### config.mk
export PLATFORM = sky130hd
export DESIGN_NAME = angle_frame_tx
export DESIGN_NICKNAME = d
export VERILOG_FILES = /design/src/rtl/angle_frame_tx.sv
export SDC_FILE = /design/constraint.sdc
export NUM_CORES = 1
export LEC_CHECK = 0
export CAP_MARGIN = 15
export CORE_MARGIN = 5
export CORE_UTILIZATION = 50
export CTS_BUF_LIST = sky130_fd_sc_hd__clkbuf_2 sky130_fd_sc_hd__clkbuf_4 sky130_fd_sc_hd__clkbuf_8
export DETAILED_ROUTE_END_ITERATION = 16
export PLACE_DENSITY = 0.85
export SLEW_MARGIN = 20
export SYNTH_ARGS = -nofsm -noshare
export SYNTH_HDL_FRONTEND = slang
export SYNTH_SLANG_ARGS = --single-unit
### constraint.sdc
create_clock -name clk -period 3.45 [get_ports clk]
set_input_delay 0.345 -clock clk [delete_from_list [all_inputs] [get_ports clk]]
set_output_delay 0.345 -clock clk [all_outputs]
set_load 0.005 [all_outputs]
### src/rtl/angle_frame_tx.sv
// UART 8N1 transmitter for the servo angle frame: header, four angle bytes and,
// when ANGLE_FRAME_CHECKSUM_EN is defined, an XOR checksum byte.
module angle_frame_tx #(
    parameter int          CLKS_PER_BIT = 5208,
    parameter logic [7:0]  HEADER       = 8'hFF
) (
    input  logic       clk,
    input  logic       rst,
    input  logic       start,
    input  logic [7:0] angle_1,
    input  logic [7:0] angle_2,
    input  logic [7:0] angle_3,
    input  logic [7:0] angle_4,
    output logic       tx,
    output logic       busy,
    output logic       done
);

    localparam int BW = (CLKS_PER_BIT > 1) ? $clog2(CLKS_PER_BIT) : 1;
    localparam logic [BW-1:0] BAUD_LAST = BW'(CLKS_PER_BIT - 1);
`ifdef ANGLE_FRAME_CHECKSUM_EN
    localparam logic [2:0] LAST_BYTE = 3'd5;
`else
    localparam logic [2:0] LAST_BYTE = 3'd4;
`endif

    typedef enum logic [1:0] {IDLE, START, DATA, STOP} state_t;

    function automatic logic [7:0] sanitise(input logic [7:0] b);
        if (b == HEADER) begin
            return HEADER - 8'd1;
        end else begin
            return b;
        end
    endfunction

    state_t        state_r, state_n;
    logic [BW-1:0] baud_r, baud_n;
    logic [2:0]    bit_r, bit_n;
    logic [2:0]    idx_r, idx_n;
    logic [7:0]    a1_r, a2_r, a3_r, a4_r;
    logic          tx_r, tx_n;
    logic          busy_r, busy_n;
    logic          done_r, done_n;
    logic          latch_s;
    logic [7:0]    byte_s;

    // Next-state logic; the NEXT decision is folded into the last STOP cycle
    // so the following start bit begins without a gap cycle.
    always_comb begin
        state_n = state_r;
        baud_n  = baud_r;
        bit_n   = bit_r;
        idx_n   = idx_r;
        busy_n  = busy_r;
        done_n  = 1'b0;
        latch_s = 1'b0;
        case (state_r)
            IDLE: begin
                if (start) begin
                    state_n = START;
                    baud_n  = {BW{1'b0}};
                    bit_n   = 3'd0;
                    idx_n   = 3'd0;
                    busy_n  = 1'b1;
                    latch_s = 1'b1;
                end else begin
                    busy_n  = 1'b0;
                end
            end
            START: begin
                if (baud_r == BAUD_LAST) begin
                    state_n = DATA;
                    baud_n  = {BW{1'b0}};
                end else begin
                    baud_n  = baud_r + {{(BW-1){1'b0}}, 1'b1};
                end
            end
            DATA: begin
                if (baud_r == BAUD_LAST) begin
                    baud_n = {BW{1'b0}};
                    bit_n  = bit_r + 3'd1;
                    if (bit_r == 3'd7) begin
                        state_n = STOP;
                    end else begin
                        state_n = DATA;
                    end
                end else begin
                    baud_n = baud_r + {{(BW-1){1'b0}}, 1'b1};
                end
            end
            STOP: begin
                if (baud_r == BAUD_LAST) begin
                    baud_n = {BW{1'b0}};
                    if (idx_r == LAST_BYTE) begin
                        state_n = IDLE;
                        idx_n   = 3'd0;
                        busy_n  = 1'b0;
                        done_n  = 1'b1;
                    end else begin
                        state_n = START;
                        idx_n   = idx_r + 3'd1;
                    end
                end else begin
                    baud_n = baud_r + {{(BW-1){1'b0}}, 1'b1};
                end
            end
            default: begin
                state_n = IDLE;
                busy_n  = 1'b0;
            end
        endcase
    end

    // Byte mux and line value for the upcoming cycle, so tx is registered.
    always_comb begin
        case (idx_n)
            3'd0:    byte_s = HEADER;
            3'd1:    byte_s = a1_r;
            3'd2:    byte_s = a2_r;
            3'd3:    byte_s = a3_r;
            3'd4:    byte_s = a4_r;
`ifdef ANGLE_FRAME_CHECKSUM_EN
            3'd5:    byte_s = sanitise(a1_r ^ a2_r ^ a3_r ^ a4_r);
`endif
            default: byte_s = HEADER;
        endcase
        case (state_n)
            START:   tx_n = 1'b0;
            DATA:    tx_n = byte_s[bit_n];
            default: tx_n = 1'b1;
        endcase
    end

    // State, counters and registered outputs.
    always_ff @(posedge clk or posedge rst) begin
        if (rst) begin
            state_r <= IDLE;
            baud_r  <= {BW{1'b0}};
            bit_r   <= 3'd0;
            idx_r   <= 3'd0;
            tx_r    <= 1'b1;
            busy_r  <= 1'b0;
            done_r  <= 1'b0;
        end else begin
            state_r <= state_n;
            baud_r  <= baud_n;
            bit_r   <= bit_n;
            idx_r   <= idx_n;
            tx_r    <= tx_n;
            busy_r  <= busy_n;
            done_r  <= done_n;
        end
    end

    // Angles are captured once per frame; later input changes are ignored.
    always_ff @(posedge clk or posedge rst) begin
        if (rst) begin
            a1_r <= 8'd0;
            a2_r <= 8'd0;
            a3_r <= 8'd0;
            a4_r <= 8'd0;
        end else if (latch_s) begin
            a1_r <= sanitise(angle_1);
            a2_r <= sanitise(angle_2);
            a3_r <= sanitise(angle_3);
            a4_r <= sanitise(angle_4);
        end else begin
            a1_r <= a1_r;
            a2_r <= a2_r;
            a3_r <= a3_r;
            a4_r <= a4_r;
        end
    end

    assign tx   = tx_r;
    assign busy = busy_r;
    assign done = done_r;

endmodule

# Word-level counts from Yosys, hierarchy flattened
# Index checks and enable logic that the tools add are counted.
# Widths: inputs -> output; s select.
# op_classes
n_addsub	3
magnitude_cmp	1
n_eq_ne	19
mux	33
reduce_logical	4
# ops
cell	n
$eq 8x8->1 const B	4
$mux 8	4
$pmux 8 s4	1
$mux 13	2
$pmux 13 s2	1
$mux 3	5
$add 13x1->13 const B	1
$eq 13x13->1 const B	1
$pmux 3 s2	2
$mux 1	10
$eq 3x3->1 const B	3
$mux 2	4
$pmux 2 s4	1
$add 3x1->3 const B	2
$eq 2x2->1 const B	3
$eq 3x2->1 const B	2
$ne 2x2->1 const B	3
$eq 2x1->1 const B	2
$lt 3x4->1 const B	1
$pmux 1 s2	2
$bmux 1 s3	1
$eq 3x1->1 const B	1
$reduce_and 3->1	1
$reduce_or 3->1	1
other kinds (2)	2
# word_totals
register_bits	56
in_bits	35
output_inout_bits	3
word_cells	71

# Depth between registers and ports, before layout
# depth
word_depth	9
depth_mapped	14
depth_no_buf	12

# Worst setup path after synthesis
# OpenSTA, ideal clock, no wires.
# synth_path
path_type	register -> register
from	register baud_r[0]
to	register tx_r, in the netlist tx
setup_ns	0.081
arrival_time_ns	2.707
required_time_ns	3.369
slack_ns	0.662
stages_incl_launch_ff	13
n_path_buf	2
period_less_slack_ns	2.788
cell_sequence	dfrtp_1 -> ha_1 -> or4bb_1 -> or3_1 -> buf_6 -> nor4_4 -> nor2_2 -> buf_6 -> nor3_4 -> a2bb2oi_1 -> a22oi_1 -> nand4_1 -> a32oi_1
# synth_via
elab_chain_cells	8
elab_cells_between_ends	19
classes_between	eq/ne (7); mux (12)
# synth_rtl
element	line	source
from (decl)	38	logic [BW-1:0] baud_r, baud_n;
from (signal assigned)	139	baud_r <= {BW{1'b0}};
from (signal assigned)	147	baud_r <= baud_n;
$eq 13x13->1 *	72, 80, 93	
$mux 3	93	if (baud_r == BAUD_LAST) begin
$pmux 3 s2	58	case (state_r)
$eq 3x3->1 (tied with other cells)	117	case (idx_n)
$pmux 8 s4	117	
$bmux 1 s3	130	DATA: tx_n = byte_s[bit_n];
$mux 1 (implied by the code)	130	
$pmux 1 s2 *	128	case (state_n)
net tx_n	42	logic tx_r, tx_n;
to (signal assigned)	150	tx_r <= tx_n;
to (decl)	42	
# The timed path passes the listed nets; every way through them passes the cells marked *. The select of a mux whose other input is x is not followed.
# A chain may end at the register's enable or synchronous reset.

# Final worst setup path
# Same ends and word-level chain as after synthesis.

==> impl_results.md <==
* Status: complete, no violations
* Initial DRC Count at 100
* Highest metal used: met4
* Max frequency at 0.314 GHz
* Gr usage total at 0.174
* Die W at 88.2 um
* CTS Buffer Depth at 2
* Critical Path RT at 3690 ps
* Area grow syn2layout at 16.4%
* CP endpoint kind: flip-flop
* Slew at the pin closest to its max-slew limit at 691 ps
* Met2 routed WL at 3100 um
* Total grt overflow at 0
* R2R depth at 11
* Placed cells at 401
* Routed wire length at 6210 um
* Pin count of the biggest net entering global routing at 37
* Num rows at 28
* Mapped Nets at 342
* Simple-gate share of the synthesized area at 0.168
* First-pass DRT Iterations at 4
* N_diodes at 0
* Die area at 7780 um^2
* Antenna viol nets, final at 0
* Arr. time, crit path at 3420 ps
* Max Clock Skew at 3.98 ps
* Number of remaining DRC errors at 0
* FF/Latch Area at 1400 um^2
* Post-cts hold buffer count at 0
* Flops & latches, synth at 56
* CTS Buf Count at 5
* Final #Nets at 378
* Final hold viol count at 0
* Max IR drop VDD at 0.188 mV
* Total power divided by cell area at 304 nW/um^2
* Yosys warnings at 0
* RSZ-0062 raised after global routing: no
* Clock transition at the registers of the reported paths at 100 ps
* Routability cong. at 0.887
* Largest family of logic cells by synthesized area: simple AND/OR/NAND/NOR gates
* Vias in the first global route at 2320
* Metal-1 WL at 2790 um
* Synth unique cells at 47
* Detailed placer's ending HPWL at 4840 um
* Routed len/inst at 15.2 um
* Post-synthesis adder-cell area fraction at 0.0409
* Via count at 2279
* Core area at 5920 um^2
* Relative slew slack at 0.538
* Met3 Routed Length at 271 um
* Post-Syn Area at 3060 um^2
* Initial antenna violation count at 0
* Minimum clock period after layout at 3180 ps
* Clock Latency Late Sink at 310 ps
* Vias/cell at 5.57
* Worst hold path type: in2async
* Final period util at 0.922
* Post-synthesis xor/xnor area fraction at 0.0344
* Max-cap viol count at 0
* First-pass GRT wire length at 10600 um
* H-tree levels at 2
* Setup crit start kind: flip-flop
* Resized cells post-CTS at 0
* Mux cell area share after synthesis at 0.138
* Mapped Cells at 297
* # fillers at 487
* Setup TNS at 0 ps
* Count of final setup violators at 0
* Hold slack at 454 ps
* Multi-input gate area at 1520 um^2
* Kind of critical path: reg2reg
* Die Y-Extent at 88.2 um
* Slew Limit Fails at 0
* Register area share after synthesis at 0.458
* CTS tree: yes
* Leakage dissipation at 1.61 nW
* I/O pins at 38
* TritonCTS sink count at 56
* Clock root buffer: clkbuf_8
* Crit path max fanout at 10
* Compound-Gate Fraction of Synth Area at 0.117
* Syn avg cell area at 10.3 um^2
* Setup Buffers After CTS at 0
* PortBufs at 37
* Finished Layout Cells at 409
* Initial Utilization at 0.517
* Share of layout cells above drive strength 1 at 0.171
-- stage by stage --
stage / power [W] / instance area, um^2 / utilization / setup slack [ps]
2_1_floorplan: 0.000681 / 3060 / - / 662
3_3_place_gp: 0.000730 / 3470 / 0.586 / 422
3_5_place_dp: 0.000731 / 3470 / 0.586 / 350
4_1_cts: 0.00109 / 3560 / 0.601 / 288
5_1_grt: 0.00112 / 3560 / 0.601 / 87.9
6_report: 0.00108 / 3560 / 0.601 / 268
-- cell usage in the layout, fill, tap and decap left out, drive strengths merged, types with 2 or more instances in the layout --
cell type      netlist  routed
mux2i                5       5
a31oi                3       3
and2                 2       2
xor2                 9       9
a21oi               11      11
a32oi                2       2
clkdlybuf4s50        0      37
clkbuf               8       5
xnor2                3       3
o21ai               16      16
nand2b               3       3
dfrtp               55      55
nand4                8       8
a211oi               2       2
nor2                26      26
clkinv               0       2
nand2               32      32
a22oi                6       6
nand3               13      13
inv                 11      12
buf                  5       5
a2bb2oi              2       2
nor3                 7       7
o211ai               4       4
o22ai                3       3
ha                  10      10
and3                 4       4
mux2                33      33
-- registers in the layout (all words and copies together) (netlist names) --
| register | flops |
|---|---|
| busy | 1 |
| a4_r | 8 |
| a2_r | 8 |
| done | 1 |
| baud_r | 13 |
| a3_r | 8 |
| state_r | 2 |
| idx_r | 3 |
| bit_r | 3 |
| a1_r | 8 |
| tx | 1 |
-- cells in the mapped netlist, drive strengths merged --
| cell | n | area share |
|---|---|---|
| dfrtp | 55 | 0.45 |
| mux2 | 33 | 0.12 |
| nand2 | 32 | 0.039 |
| nor2 | 26 | 0.033 |
| o21ai | 16 | 0.026 |
| nand3 | 13 | 0.021 |
| a21oi | 11 | 0.018 |
| inv | 11 | 0.013 |
| ha | 10 | 0.041 |
| xor2 | 9 | 0.026 |
| clkbuf | 8 | 0.014 |
| nand4 | 8 | 0.016 |
| nor3 | 7 | 0.017 |
| a22oi | 6 | 0.015 |
| buf | 5 | 0.016 |
| mux2i | 5 | 0.016 |
| and3 | 4 | 0.0090 |
| o211ai | 4 | 0.0098 |
| a31oi | 3 | 0.0061 |
| nand2b | 3 | 0.0061 |
| o22ai | 3 | 0.0061 |
| xnor2 | 3 | 0.0086 |
| a211oi | 2 | 0.0049 |
| a2bb2oi | 2 | 0.0057 |
| a32oi | 2 | 0.0057 |
| and2 | 2 | 0.0041 |
| a211o | 1 | 0.0033 |
| a221oi | 1 | 0.0029 |
| a22o | 1 | 0.0029 |
| a31o | 1 | 0.0029 |
| dfstp | 1 | 0.0086 |
| nand4b | 1 | 0.0029 |
| nor2b | 1 | 0.0020 |
| nor4 | 1 | 0.0070 |
| o2111ai | 1 | 0.0029 |
| o21a | 1 | 0.0025 |
| o31ai | 1 | 0.0025 |
| or3 | 1 | 0.0020 |
| or4b | 1 | 0.0045 |
| or4bb | 1 | 0.0037 |
-- cell families after synthesis --
family / Yosys count
AOI/OAI and AO/OA: 56
muxes: 38
buffers and inverters: 24
adders and majority gates: 10
and+or+nand+nor: 101
xor gates and xnor gates: 12
DFF: 56
-- area by class of cell --
type | count | area share
clock buffers | 5 | 0.0193
flip-flops and latches | 56 | 0.394
repair buffers | 42 | 0.115
inverters | 11 | 0.0116
clock inverters | 3 | 0.00633
multi-input cells | 217 | 0.428
well taps | 75 | 0.0264
-- critical path, cell delays in order, from the launching register on --
cell      delay, ps
dfrtp_1         400
ha_1            220
or4bb_1         530
or3_1           510
nor4_4          310
nor2_2          100
buf_4           190
nor2_1          170
a22oi_1         120
o211ai_1        200
nand4_1         130
a32oi_1         220
-- power breakdown --
part	internal, W	switching (W)
sequential	0.000656	0
combinational	0.0000373	0.0000238
clock	0.000146	0.000219
-- routing by layer --
metal  GRT usage  vias up
met3      0.0363        7
met2       0.296       59
met4      0.0440        0
li1            -     1130
met1       0.228     1083
met5           0        -
-- worst paths after layout --
| kind | from | endpoint | slack [ps] |
|---|---|---|---|
| max in group asynchronous | rst | tx | 2300 |
| min in group clk | a2_r[0] | a2_r[0] | 490 |
| worst max-delay path | baud_r[0] | tx | 270 |
| worst min register to register | a2_r[0] | a2_r[0] | 490 |
| worst min-delay path | rst | a2_r[2] | 450 |
| worst max register to register | baud_r[0] | tx | 270 |
Note: power is estimated with default switching activity, not from simulation.
